<file path="src/rtl/inst_fetch_unit_pkg.sv">
// Shared definitions for the instruction fetch unit: field slices, FSM states and halt encoding.
package inst_fetch_unit_pkg;

    localparam int unsigned ADDR_W_DEF = 16;
    localparam int unsigned WORD_W     = 16;

    localparam int unsigned OP1_MSB    = 15;
    localparam int unsigned OP1_LSB    = 14;
    localparam int unsigned RS_MSB     = 13;
    localparam int unsigned RS_LSB     = 11;
    localparam int unsigned RD_MSB     = 10;
    localparam int unsigned RD_LSB     = 8;
    localparam int unsigned OP3_MSB    = 7;
    localparam int unsigned OP3_LSB    = 4;
    localparam int unsigned DB_MSB     = 3;
    localparam int unsigned DB_LSB     = 0;

    localparam logic [1:0] HLT_OP1 = 2'b11;
    localparam logic [3:0] HLT_OP3 = 4'b1111;

    typedef enum logic [1:0] {
        IDLE,
        WAIT,
        DROP
    } fetch_state_e;

    function automatic logic is_halt_word(input logic [WORD_W-1:0] w);
        return (w[OP1_MSB:OP1_LSB] == HLT_OP1) && (w[OP3_MSB:OP3_LSB] == HLT_OP3);
    endfunction

endpackage

</file>
<file path="src/rtl/inst_fetch_unit_fetch_fifo.sv">
// Prefetch FIFO of {pc, word} entries; clear wins over push and pop.
module fetch_fifo #(
    parameter int unsigned DEPTH  = 2,
    parameter int unsigned DATA_W = 32
) (
    input  logic                       clk_i,
    input  logic                       rst_ni,
    input  logic                       push_i,
    input  logic                       pop_i,
    input  logic                       clear_i,
    input  logic [DATA_W-1:0]          wdata_i,
    output logic [DATA_W-1:0]          rdata_o,
    output logic                       empty_o,
    output logic [$clog2(DEPTH):0]     count_o
);

    localparam int unsigned PTR_W = $clog2(DEPTH);

    logic [DATA_W-1:0] mem_q [DEPTH];
    logic [PTR_W-1:0]  wr_ptr_q;
    logic [PTR_W-1:0]  rd_ptr_q;
    logic [PTR_W:0]    count_q;

    // Pointers wrap naturally because DEPTH is a power of two.
    always_ff @(posedge clk_i or negedge rst_ni) begin
        if (!rst_ni) begin
            for (int unsigned i = 0; i < DEPTH; i++) begin
                mem_q[i] <= '0;
            end
            wr_ptr_q <= '0;
            rd_ptr_q <= '0;
            count_q  <= '0;
        end else if (clear_i) begin
            wr_ptr_q <= '0;
            rd_ptr_q <= '0;
            count_q  <= '0;
        end else begin
            if (push_i) begin
                mem_q[wr_ptr_q] <= wdata_i;
                wr_ptr_q        <= wr_ptr_q + 1'b1;
            end
            if (pop_i) begin
                rd_ptr_q <= rd_ptr_q + 1'b1;
            end
            case ({push_i, pop_i})
                2'b10:   count_q <= count_q + 1'b1;
                2'b01:   count_q <= count_q - 1'b1;
                default: count_q <= count_q;
            endcase
        end
    end

    assign rdata_o = mem_q[rd_ptr_q];
    assign empty_o = (count_q == '0);
    assign count_o = count_q;

endmodule

</file>
<file path="src/rtl/inst_fetch_unit.sv">
// Fetch stage: PC, one-outstanding imem handshake, prefetch FIFO and IR field split.
// Optional halt detection is enabled by defining FETCH_HALT_DETECT_EN.
module inst_fetch_unit
    import inst_fetch_unit_pkg::*;
#(
    parameter int unsigned        DEPTH    = 2,
    parameter int unsigned        ADDR_W   = ADDR_W_DEF,
    parameter logic [ADDR_W-1:0]  RESET_PC = '0
) (
    input  logic              clock,
    input  logic              reset,
    input  logic              stall,
    input  logic              redirect,
    input  logic [ADDR_W-1:0] redirect_pc,
    output logic              imem_req,
    output logic [ADDR_W-1:0] imem_addr,
    input  logic              imem_ack,
    input  logic [15:0]       imem_rdata,
    output logic              inst_valid,
    output logic [ADDR_W-1:0] inst_pc,
    output logic [1:0]        op1_out,
    output logic [2:0]        Rs_Ra_op2_out,
    output logic [2:0]        Rd_Rb_cond_out,
    output logic [3:0]        op3_dFront_out,
    output logic [3:0]        dBack_out,
    output logic              halted
);

    localparam int unsigned    PTR_W     = $clog2(DEPTH);
    localparam int unsigned    ENTRY_W   = ADDR_W + WORD_W;
    localparam logic [PTR_W:0] DEPTH_CNT = (PTR_W + 1)'(DEPTH);

    fetch_state_e      state_q, state_d;
    logic [ADDR_W-1:0] fetch_pc_q, fetch_pc_d;
    logic [ADDR_W-1:0] addr_q, addr_d;
    logic              halted_q, halted_d;

    logic              push, pop, clear, empty;
    logic              redir, halt_now, stop;
    logic [PTR_W:0]    count;
    logic [ENTRY_W-1:0] head;
    logic [WORD_W-1:0] head_word, out_word;
    logic [ADDR_W-1:0] head_pc;

    assign head_word = head[WORD_W-1:0];
    assign head_pc   = head[ENTRY_W-1:WORD_W];

`ifdef FETCH_HALT_DETECT_EN
    assign redir    = redirect & ~halted_q;
    assign halt_now = pop & is_halt_word(head_word);
`else
    assign redir    = redirect;
    assign halt_now = 1'b0;
`endif

    assign inst_valid = ~empty & ~halted_q;
    assign pop        = inst_valid & ~stall & ~redir;
    assign clear      = redir | halt_now;
    assign stop       = halted_q | halt_now;

    fetch_fifo #(
        .DEPTH  (DEPTH),
        .DATA_W (ENTRY_W)
    ) u_fifo (
        .clk_i   (clock),
        .rst_ni  (reset),
        .push_i  (push),
        .pop_i   (pop),
        .clear_i (clear),
        .wdata_i ({fetch_pc_q, imem_rdata}),
        .rdata_o (head),
        .empty_o (empty),
        .count_o (count)
    );

    always_ff @(posedge clock or negedge reset) begin
        if (!reset) begin
            state_q    <= IDLE;
            fetch_pc_q <= RESET_PC;
            addr_q     <= RESET_PC;
            halted_q   <= 1'b0;
        end else begin
            state_q    <= state_d;
            fetch_pc_q <= fetch_pc_d;
            addr_q     <= addr_d;
            halted_q   <= halted_d;
        end
    end

    // A halt in flight behaves like a redirect that never loads a new PC.
    always_comb begin
        state_d    = state_q;
        fetch_pc_d = fetch_pc_q;
        addr_d     = addr_q;
        halted_d   = halted_q | halt_now;
        push       = 1'b0;
        case (state_q)
            IDLE: begin
                if (!redir && !stop && (count < DEPTH_CNT)) begin
                    addr_d  = fetch_pc_q;
                    state_d = WAIT;
                end
            end
            WAIT: begin
                if (imem_ack) begin
                    state_d = IDLE;
                    if (!redir && !stop) begin
                        push       = 1'b1;
                        fetch_pc_d = fetch_pc_q + 1'b1;
                    end
                end else if (redir || stop) begin
                    state_d = DROP;
                end
            end
            DROP: begin
                if (imem_ack) begin
                    state_d = IDLE;
                end
            end
            default: state_d = IDLE;
        endcase
        if (redir) begin
            fetch_pc_d = redirect_pc;
        end
    end

    assign imem_req  = (state_q != IDLE);
    assign imem_addr = addr_q;
    assign halted    = halted_q;

    assign out_word       = inst_valid ? head_word : '0;
    assign inst_pc        = inst_valid ? head_pc : '0;
    assign op1_out        = out_word[OP1_MSB:OP1_LSB];
    assign Rs_Ra_op2_out  = out_word[RS_MSB:RS_LSB];
    assign Rd_Rb_cond_out = out_word[RD_MSB:RD_LSB];
    assign op3_dFront_out = out_word[OP3_MSB:OP3_LSB];
    assign dBack_out      = out_word[DB_MSB:DB_LSB];

endmodule

</file>
<file path="config.mk">
export PLATFORM = sky130hd
export DESIGN_NAME = inst_fetch_unit
export DESIGN_NICKNAME = d
export VERILOG_FILES = /design/src/rtl/inst_fetch_unit_pkg.sv /design/src/rtl/inst_fetch_unit_fetch_fifo.sv /design/src/rtl/inst_fetch_unit.sv
export SDC_FILE = /design/constraint.sdc
export NUM_CORES = 1
export LEC_CHECK = 0
export CAP_MARGIN = 20
export CORE_UTILIZATION = 35
export DETAILED_ROUTE_END_ITERATION = 12
export GPL_TIMING_DRIVEN = 0
export PLACE_DENSITY = 0.67
export RECOVER_POWER = 25
export SYNTH_ARGS = -nofsm -noshare
export SYNTH_HDL_FRONTEND = slang
export SYNTH_SLANG_ARGS = --single-unit
</file>
<file path="constraint.sdc">
create_clock -name clock -period 2.56 [get_ports clock]
set_input_delay 0.512 -clock clock [delete_from_list [all_inputs] [get_ports clock]]
set_output_delay 0.512 -clock clock [all_outputs]
set_load 0.02 [all_outputs]
</file>
# Yosys cells after proc, flatten, opt, wreduce, memory -nomap -nowiden
# Cells that the tools add are included.
# W data, S select, Z words.
[word_totals]
mem_bits_rw = 0
latch_bits = 0
regBits = 102
out_inout_bits = 51
elab_cells = 71
memories = 0
romBits = 0
[classes]
n_div = 0
magnitude_cmp = 4
eq_ne = 7
bitwise_logic = 7
shifts = 0
add_sub_neg = 5
n_mux = 25
n_mul = 0
reduce_logical = 15
[ops]
columns = ["op", "count"]
rows = [
  ["$mux W32", 4],
  ["$mux W16", 5],
  ["$bwmux W64", 1],
  ["$demux W32 S1", 1],
  ["$add A16 B1 Y16 const B", 1],
  ["$mux W2", 5],
  ["$reduce_bool A2 Y1", 5],
  ["$mux W1", 7],
  ["$pmux W2 S3", 1],
  ["$reduce_and A2 Y1", 3],
  ["$eq A2 B1 Y1 const B", 2],
  ["$eq A2 B2 Y1 const B", 2],
  ["$ge A2 B2 Y1 const B", 2],
  ["$logic_not A2 Y1", 2],
  ["$ne A2 B2 Y1 const B", 2],
  ["$not A1 Y2", 2],
  ["$pmux W2 S2", 1],
  ["$ne A3 B3 Y1 const B", 1],
  ["$not A1 Y1", 3],
  ["$reduce_and A3 Y1", 1],
  ["$reduce_bool A3 Y1", 1],
  ["$add A1 B1 Y1 const B", 2],
  ["$add A2 B1 Y2 const B", 1],
  ["$and A1 B1 Y1", 2],
  ["5 further kinds", 6],
]

# Longest topological paths before layout
# Gate-level depths: netlist (run 1).
[depth]
word_depth = 7
depth_mapped = 6
ltp_nobuf = 5

# Modules after synthesis
# Synthesis (run 1) repeated with hierarchy kept, for this count alone.
[hier_totals]
hier_cells = 372
area_unflattened_um2 = 4924.7
[modules_own_cells]
columns = ["mod", "cells_each", "area_each_um2", "instances"]
rows = [
  ["fetch_fifo", 190, 2975.4, 1],
  ["inst_fetch_unit", 182, 1949.4, 1],
]

# Least setup slack after synthesis (run 1)
# No wires, ideal clock.
[synth_path]
kind = "in2reg"
start = "input redirect"
end = "register addr_q[10], in the netlist imem_addr[10]"
arrival_ns = 1.675
path_stages = 4
path_slack_ns = 0.760
setup_time_ns = 0.125
path_buffers = 2
required_ns = 2.435
path_cell_list = "buf_2 nor4_4 buf_4 mux2_2"
[synth_via]
elab_chain_cells = 3
[synth_rtl]
columns = ["element", "line_no", "text"]
rows = [
  ["start, declared", "inst_fetch_unit.sv:13", "input logic redirect,"],
  ["$logic_not A1 Y1", "inst_fetch_unit.sv:99", "if (!redir && !stop && (count < DEPTH_CNT)) begin"],
  ["$logic_and A1 B1 Y1", "inst_fetch_unit.sv:99", ""],
  ["$reduce_and A2 Y1 (no source line)", "n/a", ""],
  ["end signal, assigned", "inst_fetch_unit.sv:85", "addr_q <= addr_d;"],
  ["end, declared", "inst_fetch_unit.sv:35", "logic [ADDR_W-1:0] addr_q, addr_d;"],
]
# Every way passes these cells.
# A chain may end at the register's enable or synchronous reset.

# Worst setup path in the final report (run 1)
[layout_path]
start = "register u_fifo.count_q[1], in the netlist u_fifo.count_o[1]"
end = "output Rd_Rb_cond_out[2]"
[layout_via]
elab_chain_cells = 2
[layout_rtl]
columns = ["element", "line_no", "text"]
rows = [
  ["start, declared", "inst_fetch_unit_fetch_fifo.sv:22", "logic [PTR_W:0] count_q;"],
  ["start signal, assigned", "inst_fetch_unit_fetch_fifo.sv:46", "2'b10: count_q <= count_q + 1'b1;"],
  ["start signal, assigned", "inst_fetch_unit_fetch_fifo.sv:47", "2'b01: count_q <= count_q - 1'b1;"],
  ["start signal, assigned", "inst_fetch_unit_fetch_fifo.sv:48", "default: count_q <= count_q;"],
  ["$logic_not A2 Y1", "inst_fetch_unit_fetch_fifo.sv:54", "assign empty_o = (count_q == '0);"],
  ["$mux W16", "inst_fetch_unit.sv:131", "assign out_word = inst_valid ? head_word : '0;"],
  ["end, declared", "inst_fetch_unit.sv:23", "output logic [2:0] Rd_Rb_cond_out,"],
]
# Every way passes these cells.

==> metrics.csv, run 1 <==
metric,value,unit
leading area contributor after synthesis,dfrtp_1,
"EDFF count, synth",0,
H-tree depth,3,
dpl cells,651,
Mapped Area,4900,µm²
min Tclk post-route,2.47,ns
Max IR drop VDD,0.375,mV
power per cell area,769,nW/µm²
vias in the first global route,3418,
hold crit path type,in -> async,
final critical-path share of the clock period,96.4,%
initial antenna violation count,0,
Yosys top cell area share,52.1,%
hold_ws,0.484,ns
DRC Markers,0,
post-synthesis compound-gate area fraction,3.67,%
DRT Pass-1 Iters,4,
r2r setup slk,0.78,ns
initial DRC count,168,
RSZ-0062 raised after global routing,no,
die width,120,µm
final hold viol count,0,
crit path buf inv count,2,
"commonest non-fill, non-tap cell in the layout",dfrtp_1,
routability cong.,0.872,
max incr delay on CP,0.54,ns
"Arr. time, crit path",1.96,ns
WL per Instance,16.2,µm
Critical Path Fanout Max,10,
simple-gate area share of the yosys netlist,9.80,%
CTS resizes,11,
CTS Sinks,102,
Crit. End Element,primary output,
GR Util met3,4.01,%
"top cells by area, synth","dfrtp_1, mux2_2, mux2_4, mux2i_1, nor2_1",
Post-synth ARST share,100,%
post-route ant nets,0,
P_int,0.00349,W
GRT Total Usage,15.9,%
Max-Slew Margin vs Limit,7.91,%
CTS Buf Count,9,
Synth Area in XOR/XNOR,2.14,%
num rows,42,
syn_nets,426,
Fmax,405,MHz
Worst-Margin Slew,1.38,ns
synth warn,0,
Starting Density,36.4,%
crit start category,flip-flop,
share of layout cells above drive strength 1,27.2,%
final std cells w/o fill,665,
Comb power frac,24.8,%
# diodes,0,
GR peak layer,met2,
cell count after synthesis,388,
TritonCTS clock tree,built,
"commonest non-fill, non-tap cells in the layout","dfrtp_1, clkdlybuf4s50_1, mux2_2",
register area share after synthesis,52.1,%
setup_tns,0,ns
final setup fails,0,
Crit path required time,2.05,ns
vias after detailed routing,3255,
Core ar.,13500,µm²
CTS root buf,clkbuf_16,
mux cell area share after synthesis,27.8,%
clock power share,29.1,%
adder-cell share of the synthesized area,0.255,%
Seq cells post-synth,102,
Layout area overhead,28.7,%
"Net count, final",522,
M2 GR Usage,25.6,%
switching share of power,28.0,%
met1 Usage GRT,21.2,%
die area,14500,µm²
worst path cell trace,nor2_4 -> buf_2 -> nor2_1 -> clkdlybuf4s50_1,
WL final,10800,µm
cell leakage power,2.64,nW
NetSw,0.00136,W
# port buffers,86,
Worst Skew,0.00793,ns
final total power,0.00485,W
routed vias/inst,4.89,
post-synthesis average cell area,12.6,µm²
clock latency on the worst-skew pair,0.35,ns
clk buf depth,2,
I/O pin cnt,88,
largest family of logic cells by synthesized area,multiplexers,
Reg power frac,46.1,%
slowest CP cell,clkdlybuf4s50_1,
clock transition at the registers of the reported paths,0.07,ns
HPWL Detailed,7650,µm
Setup CP Type,reg -> out,
critical path's top delay family,buffers and inverters,
"Primary FF master, synth",dfrtp_1,
Max Cap Viol,0,
total gr overflow,0,
Post-CTS Setup Inserts,0,
cts hold-fix bufs,0,
DIE HEIGHT,120,µm
number of library cell types mapped by synthesis,42,
max-slew violation count,0,
wire length of the first global-routing pass,17800,µm
run status,completed,
largest net degree at the start of global routing,57,
[power by group through the flow]
stage	Clock, W	Combinational [W]	Sequential [W]
final	0.00141	0.00120	0.00223
after global routing	0.00153	0.00130	0.00228
after CTS	0.00145	0.00123	0.00223
after detailed placement	0	0.00121	0.00226
after global placement	0	0.00118	0.00223
after floorplan	0	0.000736	0.00226
[cell families (layout without fill, tap and decap cells)]
group	Yosys count	in the layout
muxes	115	115
DFF	102	102
and+or+nand+nor	94	94
buffers and inverters	32	133
AOI/OAI and AO/OA	31	31
xor gates and xnor gates	12	12
adders and majority gates	1	1
other	1	1
[state kept, by name, summed over array words and instances, names as in the netlist]
register and cells:
imem_addr 16, fetch_pc_q 16, u_fifo.mem_q 64, u_fifo.count_o 2, u_fifo.rd_ptr_q 1, u_fifo.wr_ptr_q 1
state_q 2
[final cells by class]
class / instances / area (µm²)
repair buffers: 87 / 863
flip-flops and latches: 102 / 2550
inverters: 4 / 15.0
plain buffers: 26 / 195
clock buffers: 10 / 229
well taps: 176 / 220
fillers: 1246 / 7140
clock inverters: 6 / 78.8
multi-input cells: 254 / 2150
[cells in the mapped netlist (6+ instances only)]
| master | count |
|---|---|
| dfrtp_1 | 102 |
| mux2_2 | 51 |
| nor2_1 | 40 |
| mux2i_1 | 34 |
| mux2_4 | 30 |
| nand2_1 | 22 |
| o21ai_0 | 16 |
| buf_2 | 10 |
| clkbuf_1 | 10 |
| xnor2_1 | 10 |
| a21oi_1 | 6 |
| nand3_1 | 6 |
[through the flow]
step	area [µm²]	util, %	setup slack (ns)
floorplan	4900	-	0.760
global placement	5980	44.5	-2.84
detailed placement	6010	44.7	-0.186
CTS	6330	47.1	0.0536
global route	6310	46.9	0.000782
finish	6310	46.9	0.0921
[worst reg2reg max path, stage by stage, from the launching register on]
cell	delay [ns]
dfrtp_1	0.46
and4bb_4	0.43
nor2b_4	0.16
buf_6	0.15
buf_12	0.16
mux2_4	0.31
[final timing paths]
path                                            endpoint  cells past startpoint                     startpoint
min in group clock          u_fifo.mem_q[24]$_DFFE_PN0P_                      2   u_fifo.mem_q[24]$_DFFE_PN0P_
min reg2reg                 u_fifo.mem_q[24]$_DFFE_PN0P_                      2   u_fifo.mem_q[24]$_DFFE_PN0P_
max in group asynchronous  u_fifo.count_o[1]$_DFFE_PN0P_                      2                          reset
max reg2reg                 u_fifo.mem_q[36]$_DFFE_PN0P_                      5         state_q[1]$_DFFE_PN0P_
max                                    Rd_Rb_cond_out[2]                      4  u_fifo.count_o[1]$_DFFE_PN0P_
min                          u_fifo.mem_q[6]$_DFFE_PN0P_                      1                          reset
[layer usage]
metal,routed length (µm),up-vias
met2,4990,105
met3,642,13
met4,176,0
li1,-,1542
met5,0,-
met1,4970,1595
(Power assumes the default switching activity.)
==> inputs of run 2 (changes only) <==
Settings changed: CORE_UTILIZATION 35 to 57, PLACE_DENSITY 0.67 to 0.95.
==> metrics.csv, run 2 (same netlist as run 1, synthesis figures left out) <==
metric,value,unit,change
run status,completed,,unchanged
Max-Slew Margin vs Limit,24.4,%,was 7.91%
cell leakage power,2.60,nW,was 2.64 nW
initial DRC count,165,,was 168
Place WS,-0.0823,ns,was -0.186 ns
CTS Sinks,102,,unchanged
setup_tns,0,ns,unchanged
"commonest non-fill, non-tap cell in the layout",dfrtp_1,,unchanged
# port buffers,86,,unchanged
PnR worst setup slack,0.0902,ns,was 0.0921 ns
routability cong.,0.841,,was 0.872
Starting Density,59.4,%,was 36.4%
NetSw,0.00128,W,was 0.00136 W
CTS Buf Count,9,,unchanged
Worst Skew,0.0104,ns,was 0.00793 ns
P_int,0.00318,W,was 0.00349 W
final critical-path share of the clock period,96.5,%,was 96.4%
routed length on met3,624,µm,was 642 µm
clock power share,22.6,%,was 29.1%
CTS root buf,clkbuf_8,,was clkbuf_16
initial antenna violation count,0,,unchanged
H-tree depth,3,,unchanged
routed vias/inst,5.62,,was 4.89
DRT Pass-1 Iters,4,,unchanged
max reg flops,64,,unchanged
power per cell area,730,nW/µm²,was 769 nW/µm²
final total power,0.00446,W,was 0.00485 W
Critical Path Fanout Max,10,,unchanged
Comb power frac,27.1,%,was 24.8%
vias after detailed routing,3328,,was 3255
Crit path required time,2.05,ns,about the same
M1 WL,4560,µm,was 4970 µm
Worst-Margin Slew,1.13,ns,was 1.38 ns
Core ar.,8260,µm²,was 13500 µm²
post-route ant nets,0,,unchanged
met2 WL,5230,µm,was 4990 µm
WL per Instance,17.9,µm,was 16.2 µm
final hold viol count,0,,unchanged
hold_ws,0.343,ns,was 0.484 ns
wire length of the first global-routing pass,17400,µm,was 17800 µm
# diodes,0,,unchanged
final setup fails,0,,unchanged
I/O pin cnt,88,,unchanged
Max Cap Viol,0,,unchanged
clock latency on the worst-skew pair,0.37,ns,was 0.35 ns
Util after Layout,74.0,%,was 46.9%
crit start category,flip-flop,,unchanged
Max IR drop VDD,0.534,mV,was 0.375 mV
share of layout cells above drive strength 1,26.9,%,was 27.2%
cts hold-fix bufs,0,,unchanged
highest metal used,met4,,unchanged
total area of sequential cells,2550,µm²,unchanged
GRT Total Usage,25.5,%,was 15.9%
Fmax,405,MHz,about the same
RSZ-0062 raised after global routing,no,,unchanged
die width,94.8,µm,was 120 µm
TritonCTS clock tree,built,,unchanged
"Arr. time, crit path",1.96,ns,about the same
clock transition at the registers of the reported paths,0.09,ns,was 0.07 ns
"Net count, final",522,,unchanged
total gr overflow,0,,unchanged
vias in the first global route,3505,,was 3418
min Tclk post-route,2.47,ns,about the same
num rows,33,,was 42
layout filler cell count,525,,was 1246
DIE HEIGHT,94.8,µm,was 120 µm
Crit. End Element,primary output,,unchanged
largest net degree at the start of global routing,57,,unchanged
"commonest non-fill, non-tap cells in the layout","dfrtp_1, clkdlybuf4s50_1, mux2_2",,unchanged
HPWL Detailed,7330,µm,was 7650 µm
max-slew violation count,0,,unchanged
Reg power frac,50.3,%,was 46.1%
area occupied by multi-input gates,2150,µm²,unchanged
Setup CP Type,reg -> out,,unchanged
switching share of power,28.7,%,was 28.0%
WL final,10600,µm,was 10800 µm
Layout area overhead,24.5,%,was 28.7%
DRC Markers,0,,unchanged
clk buf depth,2,,unchanged
hold crit path type,in -> async,,unchanged
Top reg by flops,u_fifo.mem_q,,unchanged
die area,8980,µm²,was 14500 µm²
## run 2: cell count changes in the layout (fill, tap and decap cells not counted)
cell	before	now
dlymetal6s2s_1	0	1
clkinvlp_4	0	1
inv_8	2	0
clkinv_4	2	1
clkbuf_8	0	10
clkbuf_2	2	1
clkbuf_16	9	0
clkbuf_4	2	3
inv_6	1	0
clkdlybuf4s50_1	85	84
## run 2: power groups by stage
stage,registers [W],clock network [W],logic (W)
finish,0.00224,0.00101,0.00121
global route,0.00228,0.00109,0.00130
CTS,0.00224,0.00102,0.00122
detailed placement,0.00226,0,0.00121
global placement,0.00223,0,0.00116
floorplan,0.00226,0,0.000736
## run 2: path summary, 6_finish.rpt
path | slack [ns] | cells after the start | to | from
worst max-delay path | 0.09 | 4 | Rd_Rb_cond_out[2] | u_fifo.count_o[1]$_DFFE_PN0P_
worst min-delay path | 0.34 | 1 | u_fifo.mem_q[7]$_DFFE_PN0P_ | reset
worst max register to register | 0.77 | 5 | u_fifo.mem_q[36]$_DFFE_PN0P_ | state_q[1]$_DFFE_PN0P_
worst min register to register | 0.50 | 2 | u_fifo.mem_q[24]$_DFFE_PN0P_ | u_fifo.mem_q[24]$_DFFE_PN0P_
max in group asynchronous | 0.77 | 2 | u_fifo.mem_q[44]$_DFFE_PN0P_ | reset
min in group clock | 0.50 | 2 | u_fifo.mem_q[24]$_DFFE_PN0P_ | u_fifo.mem_q[24]$_DFFE_PN0P_
## run 2: cell type report
class,count,area share (%)
clock inverters,3,0.758
clock buffers,11,2.32
well taps,105,2.15
multi-input cells,254,35.3
plain buffers,26,3.24
inverters,4,0.246
flip-flops and latches,102,41.8
repair buffers,87,14.2
## run 2: per-stage QoR
stage | std cells | area (µm²)
finish | 592 | 6110
global route | 592 | 6110
CTS | 592 | 6120
detailed placement | 580 | 5920
global placement | 579 | 5900
floorplan | 388 | 4900
## run 2: what timing repair did
item	CTS	global route
buffers inserted	0	0
resized for setup	9	7
endpoints found under the setup margin	33	29
## run 2: worst max-delay path, cell delays in order (launching register included)
cell and delay [ns]:
dfrtp_2 0.50, nor2_4 0.21, buf_2 0.26, nor2_1 0.09
clkdlybuf4s50_1 0.54
## run 2: metal layers
metal / track usage [%] / vias up
met3: 6.20 / 21
met2: 41.1 / 115
met5: 0 / -
li1: - / 1531
met1: 34.1 / 1661
met4: 8.08 / 0
